==> src/rtl/wb_ext_data_bridge.sv <==
// wb_ext_data_bridge
//   Wishbone classic slave that forwards single accesses inside a fixed
//   address window to the ext_data port of the core as one request/rvalid
//   transaction. A response timeout returns ERR_DATA with an ack, so a stalled
//   core can never hang the Wishbone bus. Only one transaction is in flight.
//
// Ports
//   wb_clk_i, wb_rst_i        clock, synchronous active-high reset
//   wbs_stb_i/cyc_i/we_i      Wishbone strobe, cycle, write enable
//   wbs_sel_i, wbs_adr_i      byte selects, byte address
//   wbs_dat_i / wbs_dat_o     write data / read data (0 outside the ack cycle)
//   wbs_ack_o                 one-cycle acknowledge
//   ext_data_addr_o/be_o/
//   wdata_o/we_o              latched request payload (window word offset)
//   ext_data_req_o            one-cycle request pulse
//   ext_data_rdata_i/rvalid_i response from the core (completes reads and writes)
//   err_count_o               saturating count of timeouts
module wb_ext_data_bridge #(
    parameter logic [31:0] BASE_ADDR = 32'h3000_0000,
    parameter logic [31:0] ADDR_MASK = 32'hFFFF_F000,
    parameter logic [7:0]  TIMEOUT   = 8'd64,
    parameter logic [31:0] ERR_DATA  = 32'hDEAD_BEEF
) (
    input  logic        wb_clk_i,
    input  logic        wb_rst_i,
    input  logic        wbs_stb_i,
    input  logic        wbs_cyc_i,
    input  logic        wbs_we_i,
    input  logic [3:0]  wbs_sel_i,
    input  logic [31:0] wbs_adr_i,
    input  logic [31:0] wbs_dat_i,
    output logic        wbs_ack_o,
    output logic [31:0] wbs_dat_o,
    output logic [31:0] ext_data_addr_o,
    output logic [3:0]  ext_data_be_o,
    output logic [31:0] ext_data_wdata_o,
    output logic        ext_data_we_o,
    output logic        ext_data_req_o,
    input  logic [31:0] ext_data_rdata_i,
    input  logic        ext_data_rvalid_i,
    output logic [7:0]  err_count_o
);

    typedef enum logic [2:0] {
        S_IDLE,
        S_REQ,
        S_WAIT,
        S_ACK,
        S_DROP
    } state_t;

    state_t      state, state_next;
    logic [7:0]  cnt, cnt_next;
    logic        abort, abort_next;
    logic [7:0]  err_next;
    logic [31:0] dat_next;
    logic [31:0] addr_next;
    logic [3:0]  be_next;
    logic [31:0] wdata_next;
    logic        we_next;
    logic        hit;
    logic        finish;
    logic        tmo;
    logic        abort_now;

    assign hit = wbs_cyc_i & wbs_stb_i & ((wbs_adr_i & ADDR_MASK) == BASE_ADDR);

    always_comb begin
        state_next = state;
        cnt_next   = cnt;
        abort_next = abort;
        err_next   = err_count_o;
        dat_next   = '0;
        addr_next  = ext_data_addr_o;
        be_next    = ext_data_be_o;
        wdata_next = ext_data_wdata_o;
        we_next    = ext_data_we_o;
        finish     = 1'b0;
        tmo        = 1'b0;
        // A cycle dropped at any point of the transaction turns the ack into a drop.
        abort_now  = abort | ~wbs_cyc_i;

        case (state)
            S_IDLE: begin
                if (hit) begin
                    addr_next  = wbs_adr_i & ~ADDR_MASK & 32'hFFFF_FFFC;
                    be_next    = wbs_sel_i;
                    wdata_next = wbs_dat_i;
                    we_next    = wbs_we_i;
                    abort_next = 1'b0;
                    state_next = S_REQ;
                end
            end
            S_REQ: begin
                abort_next = abort_now;
                if (ext_data_rvalid_i) begin
                    finish = 1'b1;
                end else begin
                    cnt_next   = '0;
                    state_next = S_WAIT;
                end
            end
            S_WAIT: begin
                abort_next = abort_now;
                // cnt holds the number of WAIT cycles already completed, so the
                // timeout fires at the end of WAIT cycle number TIMEOUT.
                if (ext_data_rvalid_i) begin
                    finish = 1'b1;
                end else if (cnt == TIMEOUT - 8'd1) begin
                    finish = 1'b1;
                    tmo    = 1'b1;
                    if (err_count_o != 8'hFF) err_next = err_count_o + 8'd1;
                end else begin
                    cnt_next = cnt + 8'd1;
                end
            end
            S_ACK:   state_next = S_IDLE;
            S_DROP:  state_next = S_IDLE;
            default: state_next = S_IDLE;
        endcase

        if (finish) begin
            state_next = abort_now ? S_DROP : S_ACK;
            if (!abort_now && !ext_data_we_o)
                dat_next = tmo ? ERR_DATA : ext_data_rdata_i;
        end
    end

    always_ff @(posedge wb_clk_i) begin
        if (wb_rst_i) begin
            state            <= S_IDLE;
            cnt              <= '0;
            abort            <= 1'b0;
            err_count_o      <= '0;
            wbs_ack_o        <= 1'b0;
            wbs_dat_o        <= '0;
            ext_data_req_o   <= 1'b0;
            ext_data_addr_o  <= '0;
            ext_data_be_o    <= '0;
            ext_data_wdata_o <= '0;
            ext_data_we_o    <= 1'b0;
        end else begin
            state            <= state_next;
            cnt              <= cnt_next;
            abort            <= abort_next;
            err_count_o      <= err_next;
            wbs_ack_o        <= (state_next == S_ACK);
            wbs_dat_o        <= dat_next;
            ext_data_req_o   <= (state_next == S_REQ);
            ext_data_addr_o  <= addr_next;
            ext_data_be_o    <= be_next;
            ext_data_wdata_o <= wdata_next;
            ext_data_we_o    <= we_next;
        end
    end

endmodule

==> config.mk <==
export PLATFORM = sky130hd
export DESIGN_NAME = wb_ext_data_bridge
export DESIGN_NICKNAME = d
export VERILOG_FILES = /design/src/rtl/wb_ext_data_bridge.sv
export SDC_FILE = /design/constraint.sdc
export NUM_CORES = 1
export LEC_CHECK = 0
export BUFFER_PORTS_ARGS = -buffer_cell sky130_fd_sc_hd__buf_2
export CAP_MARGIN = 20
export CORE_MARGIN = 2
export CORE_UTILIZATION = 41
export CTS_CLUSTER_SIZE = 40
export DETAILED_ROUTE_END_ITERATION = 6
export PLACE_DENSITY = 0.82
export SLEW_MARGIN = 10
export SYNTH_ARGS = -nofsm -noshare
export SYNTH_HDL_FRONTEND = slang
export SYNTH_SLANG_ARGS = --single-unit
export TNS_END_PERCENT = 100
==> constraint.sdc <==
create_clock -name wb_clk_i -period 1.75 [get_ports wb_clk_i]
set_input_delay 0.525 -clock wb_clk_i [delete_from_list [all_inputs] [get_ports wb_clk_i]]
set_output_delay 0.525 -clock wb_clk_i [all_outputs]
set_load 0.005 [all_outputs]
==> run_summary.xml, run 1 <==
<?xml version="1.0" encoding="UTF-8"?>
<metrics>
  <group name="global_routing">
    <metric name="initial_antenna_violation_count" unit="">0</metric>
    <metric name="pin_count_of_the_biggest_net_entering_global_routing" unit="">33</metric>
    <metric name="wire_length_of_the_first_global_routing_pass" unit="microns">18730</metric>
    <metric name="grt_util_all_layers" unit="">0.2124</metric>
    <metric name="remaining_overflow_grt" unit="">0</metric>
    <metric name="via_count_of_the_first_global_routing_pass" unit="">3906</metric>
  </group>
  <group name="timing">
    <metric name="fin_tns_setup" unit="ns">0</metric>
    <metric name="rsz0062_at_grt" unit="">yes</metric>
    <metric name="least_setup_slack_across_all_paths_after_layout" unit="ns">0.03875</metric>
    <metric name="timing.final.hold_violations" unit="">0</metric>
    <metric name="fin_crit_sh" unit="">0.9779</metric>
    <metric name="fmax" unit="MHz">584.4</metric>
    <metric name="post-route-min-period" unit="ns">1.711</metric>
    <metric name="fin_worst_hold_slack" unit="ns">0.3738</metric>
    <metric name="setup_viol" unit="">0</metric>
    <metric name="timing.final.max_slew_violations" unit="">0</metric>
    <metric name="skew" unit="ns">0.009197</metric>
  </group>
  <group name="worst_hold_path">
    <metric name="worst_hold_startpoint" unit="">ext_data_rdata_i[21]</metric>
    <metric name="min_delay_worst_endpoint" unit="">wbs_dat_o[21]</metric>
    <metric name="timing.hold.worst_path_depth" unit="">2</metric>
    <metric name="min_path_type" unit="">input port to flop</metric>
  </group>
  <group name="critical_path">
    <metric name="crit-reg2reg-capture" unit="">wbs_dat_o[1]</metric>
    <metric name="cpPeakStageDelay" unit="ns">0.37</metric>
    <metric name="critical_path.slowest_cell" unit="">dfxtp_2</metric>
    <metric name="worst-r2r-setup-slack" unit="ns">0.04</metric>
    <metric name="cp.arrival" unit="ns">2.01</metric>
    <metric name="critical_path.reg2reg.startpoint" unit="">cnt[1]</metric>
    <metric name="critical_path.startpoint_type" unit="">flop</metric>
    <metric name="category_of_the_worst_setup_path_capture_point" unit="">flop</metric>
    <metric name="worstPathRequired" unit="ns">2.05</metric>
    <metric name="crit_path_max_fanout" unit="">8</metric>
    <metric name="reg2reg_depth" unit="">7</metric>
    <metric name="cell_family_with_the_largest_share_of_critical_path_delay" unit="">simple AND/OR/NAND/NOR gates</metric>
    <metric name="path_cells" unit="">ha_4 &gt; nand4bb_1 &gt; nor4_2 &gt; buf_4 &gt; o21a_4 &gt; clkbuf_16 &gt; o21a_1</metric>
    <metric name="path_class" unit="">flop to flop</metric>
    <metric name="crit_buf_inv" unit="">2</metric>
  </group>
  <group name="place">
    <metric name="place.gp.congestion" unit="">0.8305</metric>
    <metric name="detailed_place.area" unit="sq mm">0.005305</metric>
    <metric name="pre_cts_ws" unit="ns">-0.3491</metric>
    <metric name="placed_cells_incl_taps" unit="">777</metric>
    <metric name="buffer_ports.inserted" unit="">192</metric>
    <metric name="place.detailed.hpwl" unit="microns">8713</metric>
  </group>
  <group name="clocking">
    <metric name="max_clock_buf_depth" unit="">2</metric>
    <metric name="holdBufCountCts" unit="">0</metric>
    <metric name="cts.sinks" unit="">101</metric>
    <metric name="ctsHtreeMaxLevel" unit="">3</metric>
    <metric name="cts_inserted_buffers" unit="">9</metric>
    <metric name="clock-root-buffer" unit="">clkbuf_8</metric>
    <metric name="clk_pin_slew_worst_paths" unit="ns">0.09</metric>
    <metric name="cts_tree" unit="">built</metric>
    <metric name="clkLatencyLatePin" unit="ns">0.36</metric>
  </group>
  <group name="power_and_ir_drop">
    <metric name="design_power_total" unit="mW">4.016</metric>
    <metric name="maximum_ir_drop_on_the_vdd_rail" unit="mV">0.4904</metric>
    <metric name="power_leakage" unit="nW">2.609</metric>
    <metric name="power.density_cell_area" unit="mW/mm^2">694.6</metric>
  </group>
  <group name="detailed_routing">
    <metric name="via_count" unit="">4172</metric>
    <metric name="post_drt_wl_per_cell" unit="microns">15.16</metric>
    <metric name="vias_per_cell" unit="">5.196</metric>
    <metric name="firstDrtPassIters" unit="">4</metric>
    <metric name="detail_route.wirelength" unit="microns">12170</metric>
    <metric name="ant_nets" unit="">0</metric>
    <metric name="drc" unit="">0</metric>
    <metric name="drt_iter0_drc" unit="">238</metric>
  </group>
  <group name="floorplan">
    <metric name="die_width" unit="microns">103.9</metric>
    <metric name="floorplan.core_area" unit="sq mm">0.009729</metric>
    <metric name="start_util" unit="">0.4203</metric>
    <metric name="die_area" unit="sq mm">0.01079</metric>
    <metric name="core.rowCount" unit="">36</metric>
    <metric name="die_h" unit="microns">103.9</metric>
    <metric name="boundaryPins" unit="">217</metric>
  </group>
  <group name="layout">
    <metric name="design_area" unit="sq mm">0.005782</metric>
    <metric name="antenna_diode_count" unit="">0</metric>
    <metric name="layout-drive-gt1-share" unit="">0.4179</metric>
    <metric name="fin_nets" unit="">773</metric>
    <metric name="layoutNonFillerInstCount" unit="">803</metric>
    <metric name="postLayoutCoreUtil" unit="">0.5943</metric>
    <metric name="layout-area-overhead-vs-synth" unit="%">41.40</metric>
  </group>
  <group name="yosys">
    <metric name="synthesis.area_per_instance" unit="sq um">9.006</metric>
    <metric name="synthDominantCellAreaShare" unit="">0.4945</metric>
    <metric name="synthCells" unit="">454</metric>
    <metric name="synth.lib_cells_used.distinct" unit="">43</metric>
    <metric name="syn-cell-area" unit="sq mm">0.004089</metric>
    <metric name="ys_top_cells_by_count" unit="">101 x dfxtp_1, 61 x a21oi_1, 53 x nand3_1, 52 x o21ai_0, 25 x o21a_1</metric>
    <metric name="synth_top_area_cell" unit="">dfxtp_1</metric>
    <metric name="yosysWarningCount" unit="">0</metric>
    <metric name="synth-seq-area-share" unit="">0.4945</metric>
    <metric name="post_synth_top_flop" unit="">dfxtp_1</metric>
    <metric name="largest_cells_by_area_after_synthesis" unit="">dfxtp_1 49%, a21oi_1 7.5%, nand3_1 6.5%, o21ai_0 6.4%, o21a_1 4.6%</metric>
    <metric name="most_frequent_cell_after_synthesis" unit="">dfxtp_1</metric>
    <metric name="synth_edf_count" unit="">0</metric>
    <metric name="synth_async_sr_flop_share" unit="">0</metric>
    <metric name="ys_ff_latch" unit="">101</metric>
  </group>
  <group name="run_status">
    <metric name="result_of_the_run" unit="">finished clean</metric>
  </group>
  <group name="job">
    <metric name="max_cap_viol_count" unit="">0</metric>
  </group>
</metrics>
## cells by family after synthesis
family | after synthesis | share of synthesized area
compound gates | 154 | 0.2133
simple gates | 129 | 0.1857
flops | 101 | 0.4945
buf+inv | 61 | 0.08446
mux | 6 | 0.01499
fa+ha+maj | 2 | 0.006119
other cells | 1 | 0.0009171
## where the power goes
part / switching (mW) / internal (mW) / total [mW]
combinational: 0.0923 / 0.105 / 0.197
clock: 0.812 / 0.714 / 1.53
sequential: 0.000000198 / 2.29 / 2.29
## routing by layer
metal  global-route usage  part of all wire  up-vias  wire length (microns)
met3              0.06203             0.074       16                    905
met1               0.2531              0.41     1932                   4933
met2               0.3694              0.51      202                   6167
met4              0.06564             0.013        0                    163
li1                     -                 -     2022                      -
met5                    0                 0        -                      0
## worst max path at each step
stage / start / end / slack [ns] / cells after the start
3_3_place_gp: wbs_adr_i[24] / ext_data_addr_o[11] / -0.29 / 7
3_5_place_dp: wbs_adr_i[24] / ext_data_wdata_o[19] / -0.35 / 7
5_1_grt: cnt[1] / wbs_dat_o[1] / -0.05 / 7
2_1_floorplan: wbs_adr_i[18] / ext_data_addr_o[10] / -0.03 / 6
6_report: cnt[1] / wbs_dat_o[1] / 0.04 / 7
4_1_cts: cnt[0] / wbs_dat_o[29] / 0.006 / 7
## repair_timing
| item | 4_1_cts | 5_1_grt |
|---|---|---|
| buffers inserted | 2 | 3 |
| setup endpoints to repair | 52 | 93 |
| hold endpoints to repair | 0 | 0 |
| resized for setup | 6 | 32 |
| pin swaps | 0 | 12 |
| gates cloned | 1 | 4 |
## flip-flops by register name (all words and copies together), names as in the netlist
signal and cells:
abort 1, cnt 8, err_count_o 8, ext_data_addr_o 10, ext_data_be_o 4, ext_data_req_o 1
ext_data_wdata_o 32, ext_data_we_o 1, state 3, wbs_ack_o 1, wbs_dat_o 32
## layout by cell type (no fill, tap or decap), types with 2 or more instances in the layout
master and count:
nor2b_1 2, nand2_1 10, a21o_1 2, o31ai_1 4, or4_1 4, clkbuf_8 10
and3_4 4, a211oi_1 2, dfxtp_4 2, inv_6 3, and2_1 2, nand3_1 53
clkbuf_16 3, buf_6 4, nor2_1 7, buf_4 32, a21oi_1 59, o21ai_1 7
o2111ai_1 2, o21a_1 24, and3_1 7, a21oi_2 2, inv_1 2, or3_1 8
nand2b_1 4, nor3_1 5, conb_1 22, dfxtp_2 3, buf_12 6, o211ai_1 2
dfxtp_1 96, o21ai_0 45, nand4_1 5, buf_2 192, nor4_1 3, mux2i_1 5
## final cells by class
| type | instances | area, sq um |
|---|---|---|
| multi-input cells | 313 | 1899 |
| clock buffers | 10 | 137.6 |
| repair buffers | 238 | 1469 |
| flip-flops and latches | 101 | 2033 |
| inverters | 2 | 7.507 |
| fillers | 849 | 3948 |
| well taps | 133 | 166.4 |
| clock inverters | 6 | 68.82 |
Power figures use the tool's default switching activity.
==> run 2: changes to the inputs <==
Settings changed: ABC_AREA from default to 1, CORE_UTILIZATION 41 to 40, PLACE_DENSITY 0.82 to 0.75.
==> run 2 against run 1 <==
  * Clock skew up 0.0043 ns
  * Die area rose by 2.2%
  * Wire length down 18%
  * Count of clock-buffer cells in the layout up 1
  * Combinational power up 14%
  * Final area down 6.7%
  * Critical path type unchanged
  * Highest routed layer unchanged
  * Global-route usage decreased by 3.3 points
  * Flip-flop and latch count is the same
  * Sequential share of layout area up 2.3 points
  * Critical path depth rose by 1
  * Worst setup slack gained 0.15 ns
  * Hold slack about the same
==> run_summary.xml, run 2 <==
<?xml version="1.0" encoding="UTF-8"?>
<metrics>
  <group name="yosys">
    <metric name="synth_async_sr_flop_share" unit="">0</metric>
    <metric name="ys_top_cells_by_count" unit="">189 x nor2_1, 101 x dfxtp_1, 68 x nand2_1, 44 x o21ai_0, 31 x inv_1</metric>
    <metric name="post_synth_top_flop" unit="">dfxtp_1</metric>
    <metric name="post_synthesis_compound_gate_area_fraction" unit="">0.08620</metric>
    <metric name="synth_xor_area_frac" unit="">0.01288</metric>
    <metric name="synthesis.area_per_instance" unit="sq um">7.471</metric>
    <metric name="synth_fa_ha_area_frac" unit="">0.006135</metric>
    <metric name="synth_edf_count" unit="">0</metric>
    <metric name="synth_top_family_by_area" unit="">simple AND/OR/NAND/NOR gates</metric>
    <metric name="synth.lib_cells_used.distinct" unit="">31</metric>
    <metric name="synth.area.mux_share" unit="">0</metric>
    <metric name="synthCells" unit="">546</metric>
    <metric name="synth-seq-area-share" unit="">0.4957</metric>
    <metric name="yosysWarningCount" unit="">0</metric>
    <metric name="ys_ff_latch" unit="">101</metric>
    <metric name="area_share_of_and_or_nand_nor_cells_after_synthesis" unit="">0.2945</metric>
    <metric name="syn-cell-area" unit="sq mm">0.004079</metric>
    <metric name="largest_cells_by_area_after_synthesis" unit="">dfxtp_1 50%, nor2_1 17%, nand2_1 6.3%, o21ai_0 5.4%, buf_4 4.4%</metric>
    <metric name="most_frequent_cell_after_synthesis" unit="">nor2_1</metric>
    <metric name="synth_top_area_cell" unit="">dfxtp_1</metric>
    <metric name="synthDominantCellAreaShare" unit="">0.4957</metric>
  </group>
  <group name="layout">
    <metric name="antenna_diode_count" unit="">0</metric>
    <metric name="final_cell_mix" unit="">192 x buf_2, 189 x nor2_1, 101 x dfxtp_1, 68 x nand2_1, 44 x o21ai_0</metric>
    <metric name="fin_nets" unit="">846</metric>
    <metric name="design_area" unit="sq mm">0.005396</metric>
    <metric name="layout-area-overhead-vs-synth" unit="%">32.30</metric>
    <metric name="reg.largest.list" unit="">ext_data_wdata_o: 32 flops, wbs_dat_o: 32 flops, ext_data_addr_o: 10 flops</metric>
    <metric name="final_common_cell" unit="">buf_2</metric>
    <metric name="layout.filler_cells" unit="">943</metric>
    <metric name="multi_input_area" unit="sq mm">0.001723</metric>
    <metric name="final-seq-area" unit="sq mm">0.002022</metric>
    <metric name="layoutNonFillerInstCount" unit="">876</metric>
    <metric name="layout-drive-gt1-share" unit="">0.3203</metric>
  </group>
  <group name="clocking">
    <metric name="clk_pin_slew_worst_paths" unit="ns">0.10</metric>
    <metric name="cts_tree" unit="">built</metric>
    <metric name="cts.repair_timing.setup_buffer_count" unit="">0</metric>
    <metric name="cts_inserted_buffers" unit="">9</metric>
    <metric name="ctsHtreeMaxLevel" unit="">3</metric>
    <metric name="cts.sinks" unit="">101</metric>
    <metric name="clkLatencyLatePin" unit="ns">0.35</metric>
    <metric name="clock-root-buffer" unit="">clkbuf_8</metric>
    <metric name="max_clock_buf_depth" unit="">2</metric>
  </group>
  <group name="timing">
    <metric name="timing.final.max_slew_violations" unit="">0</metric>
    <metric name="rsz0062_at_grt" unit="">no</metric>
    <metric name="setup_viol" unit="">0</metric>
    <metric name="fmax" unit="MHz">639.5</metric>
    <metric name="timing.final.hold_violations" unit="">0</metric>
    <metric name="fin_crit_sh" unit="">0.8936</metric>
    <metric name="post-route-min-period" unit="ns">1.564</metric>
    <metric name="skew" unit="ns">0.01349</metric>
  </group>
  <group name="global_routing">
    <metric name="grt_util_all_layers" unit="">0.1797</metric>
    <metric name="via_count_of_the_first_global_routing_pass" unit="">3613</metric>
    <metric name="wire_length_of_the_first_global_routing_pass" unit="microns">16330</metric>
    <metric name="pin_count_of_the_biggest_net_entering_global_routing" unit="">52</metric>
    <metric name="remaining_overflow_grt" unit="">0</metric>
    <metric name="initial_antenna_violation_count" unit="">0</metric>
  </group>
  <group name="critical_path">
    <metric name="critical_path.startpoint_type" unit="">flop</metric>
    <metric name="critical_path.slowest_cell" unit="">dfxtp_1</metric>
    <metric name="cpPeakStageDelay" unit="ns">0.36</metric>
    <metric name="path_cells" unit="">ha_1 &gt; nand2_1 &gt; nor2_4 &gt; nand3_2 &gt; nor2_4 &gt; buf_4 &gt; nand2_1 &gt; a21oi_1</metric>
    <metric name="worst-r2r-setup-slack" unit="ns">0.19</metric>
    <metric name="path_class" unit="">flop to flop</metric>
    <metric name="worstPathRequired" unit="ns">2.03</metric>
    <metric name="critical_path.reg2reg.startpoint" unit="">cnt[1]</metric>
    <metric name="crit_path_max_fanout" unit="">5</metric>
    <metric name="cp.arrival" unit="ns">1.84</metric>
    <metric name="reg2reg_depth" unit="">8</metric>
    <metric name="crit-reg2reg-capture" unit="">err_count_o[7]</metric>
    <metric name="category_of_the_worst_setup_path_capture_point" unit="">flop</metric>
  </group>
  <group name="detailed_routing">
    <metric name="post_drt_wl_per_cell" unit="microns">11.46</metric>
    <metric name="vias_per_cell" unit="">4.525</metric>
    <metric name="via_count" unit="">3964</metric>
    <metric name="drt_iter0_drc" unit="">218</metric>
    <metric name="detail_route.wirelength" unit="microns">10040</metric>
    <metric name="firstDrtPassIters" unit="">4</metric>
    <metric name="ant_nets" unit="">0</metric>
    <metric name="drc" unit="">0</metric>
  </group>
  <group name="place">
    <metric name="buffer_ports.inserted" unit="">192</metric>
    <metric name="placed_cells_incl_taps" unit="">860</metric>
    <metric name="place.gp.congestion" unit="">0.8739</metric>
    <metric name="place.detailed.hpwl" unit="microns">7619</metric>
    <metric name="detailed_place.area" unit="sq mm">0.005144</metric>
  </group>
  <group name="worst_hold_path">
    <metric name="timing.hold.worst_path_depth" unit="">3</metric>
    <metric name="min_delay_worst_endpoint" unit="">wbs_dat_o[14]</metric>
    <metric name="min_path_type" unit="">input port to flop</metric>
    <metric name="worst_hold_startpoint" unit="">ext_data_rdata_i[14]</metric>
  </group>
  <group name="floorplan">
    <metric name="die_area" unit="sq mm">0.01102</metric>
    <metric name="floorplan.core_area" unit="sq mm">0.009819</metric>
    <metric name="start_util" unit="">0.4154</metric>
    <metric name="die_width" unit="microns">105.0</metric>
    <metric name="boundaryPins" unit="">217</metric>
    <metric name="die_h" unit="microns">105.0</metric>
    <metric name="core.rowCount" unit="">36</metric>
  </group>
  <group name="run_status">
    <metric name="result_of_the_run" unit="">finished clean</metric>
  </group>
  <group name="power_and_ir_drop">
    <metric name="maximum_ir_drop_on_the_vdd_rail" unit="mV">0.4168</metric>
    <metric name="power.density_cell_area" unit="mW/mm^2">795.8</metric>
    <metric name="power_leakage" unit="nW">2.662</metric>
    <metric name="design_power_total" unit="mW">4.295</metric>
  </group>
  <group name="job">
    <metric name="max_cap_viol_count" unit="">0</metric>
  </group>
</metrics>
==> run 2: cell count changes in the layout (fill, tap and decap cells not counted), sizes merged, moves of 5 or more <==
cell,previous run,this run
nor2,7,195
nor4,5,0
inv,5,35
a21oi,61,17
mux2i,5,0
or3,8,0
o21ai,53,48
buf,235,203
xor2,0,5
and3,12,0
o21a,25,0
nand3,54,16
nand2,10,71
nor3,6,1
==> run 2: worst max path at each step <==
stage,start,to
after CTS,cnt[1],err_count_o[7]
after global routing,cnt[1],err_count_o[6]
final,cnt[1],err_count_o[7]
after detailed placement,wbs_adr_i[12],ext_data_wdata_o[18]
after global placement,wbs_adr_i[12],ext_data_be_o[1]
after floorplan,wbs_adr_i[12],ext_data_addr_o[2]
==> run 2: cell type report <==
| class | count | share of cell area |
|---|---|---|
| repair buffers | 203 | 0.2050 |
| flip-flops and latches | 101 | 0.3747 |
| clock inverters | 5 | 0.01971 |
| multi-input cells | 388 | 0.3193 |
| well taps | 133 | 0.03084 |
| inverters | 35 | 0.02434 |
| clock buffers | 11 | 0.02620 |
==> run 2: per-stage QoR <==
step,worst slack (ns),hold slack (ns),utilization,TNS (ns)
6_report,0.1862,0.3738,0.5496,0
5_1_grt,0.02738,0.3571,0.5496,0
4_1_cts,0.1118,0.3542,0.5491,0
3_5_place_dp,-0.00008205,0.4618,0.5238,-0.00008205
3_3_place_gp,0.05400,0.4528,0.5238,0
2_1_floorplan,0.2165,0.4375,-,0
==> run 2: cell families (layout without fill, tap and decap cells) <==
| kind of cell | count (synthesis) | after routing |
|---|---|---|
| compound gates | 66 | 66 |
| other cells | 1 | 22 |
| fa+ha+maj | 2 | 2 |
| buf+inv | 78 | 254 |
| flops | 101 | 101 |
| xor+xnor | 6 | 6 |
| simple gates | 292 | 292 |
==> run 2: power by group <==
part | total [mW] | switching [mW] | internal, mW
registers | 2.30 | 0.000000352 | 2.30
clock network | 1.77 | 0.779 | 0.996
logic | 0.224 | 0.110 | 0.114
==> run 2: per-layer routing <==
layer	track usage	routed length (microns)	vias to the layer above	part of all wire
met5	0	0	-	0
met4	0.06571	188	0	0.019
met3	0.04180	797	18	0.079
met2	0.3103	4691	162	0.47
met1	0.2171	4362	1756	0.43
li1	-	-	2028	-
==> run 2: repair_timing <==
| item | 4_1_cts | 5_1_grt |
|---|---|---|
| hold buffers | 0 | 0 |
| setup endpoints to repair | 0 | 2 |
| gates resized for setup | 0 | 1 |
| endpoints found under the hold margin | 0 | 0 |
==> run 2: critical path: cells and delay by family (launching register included) <==
kind	cells	cell delay [ns]
adders and majority gates	1	0.17
DFF	1	0.36
and+or+nand+nor	5	0.65
buffers and inverters	1	0.16
AOI/OAI and AO/OA	1	0.15
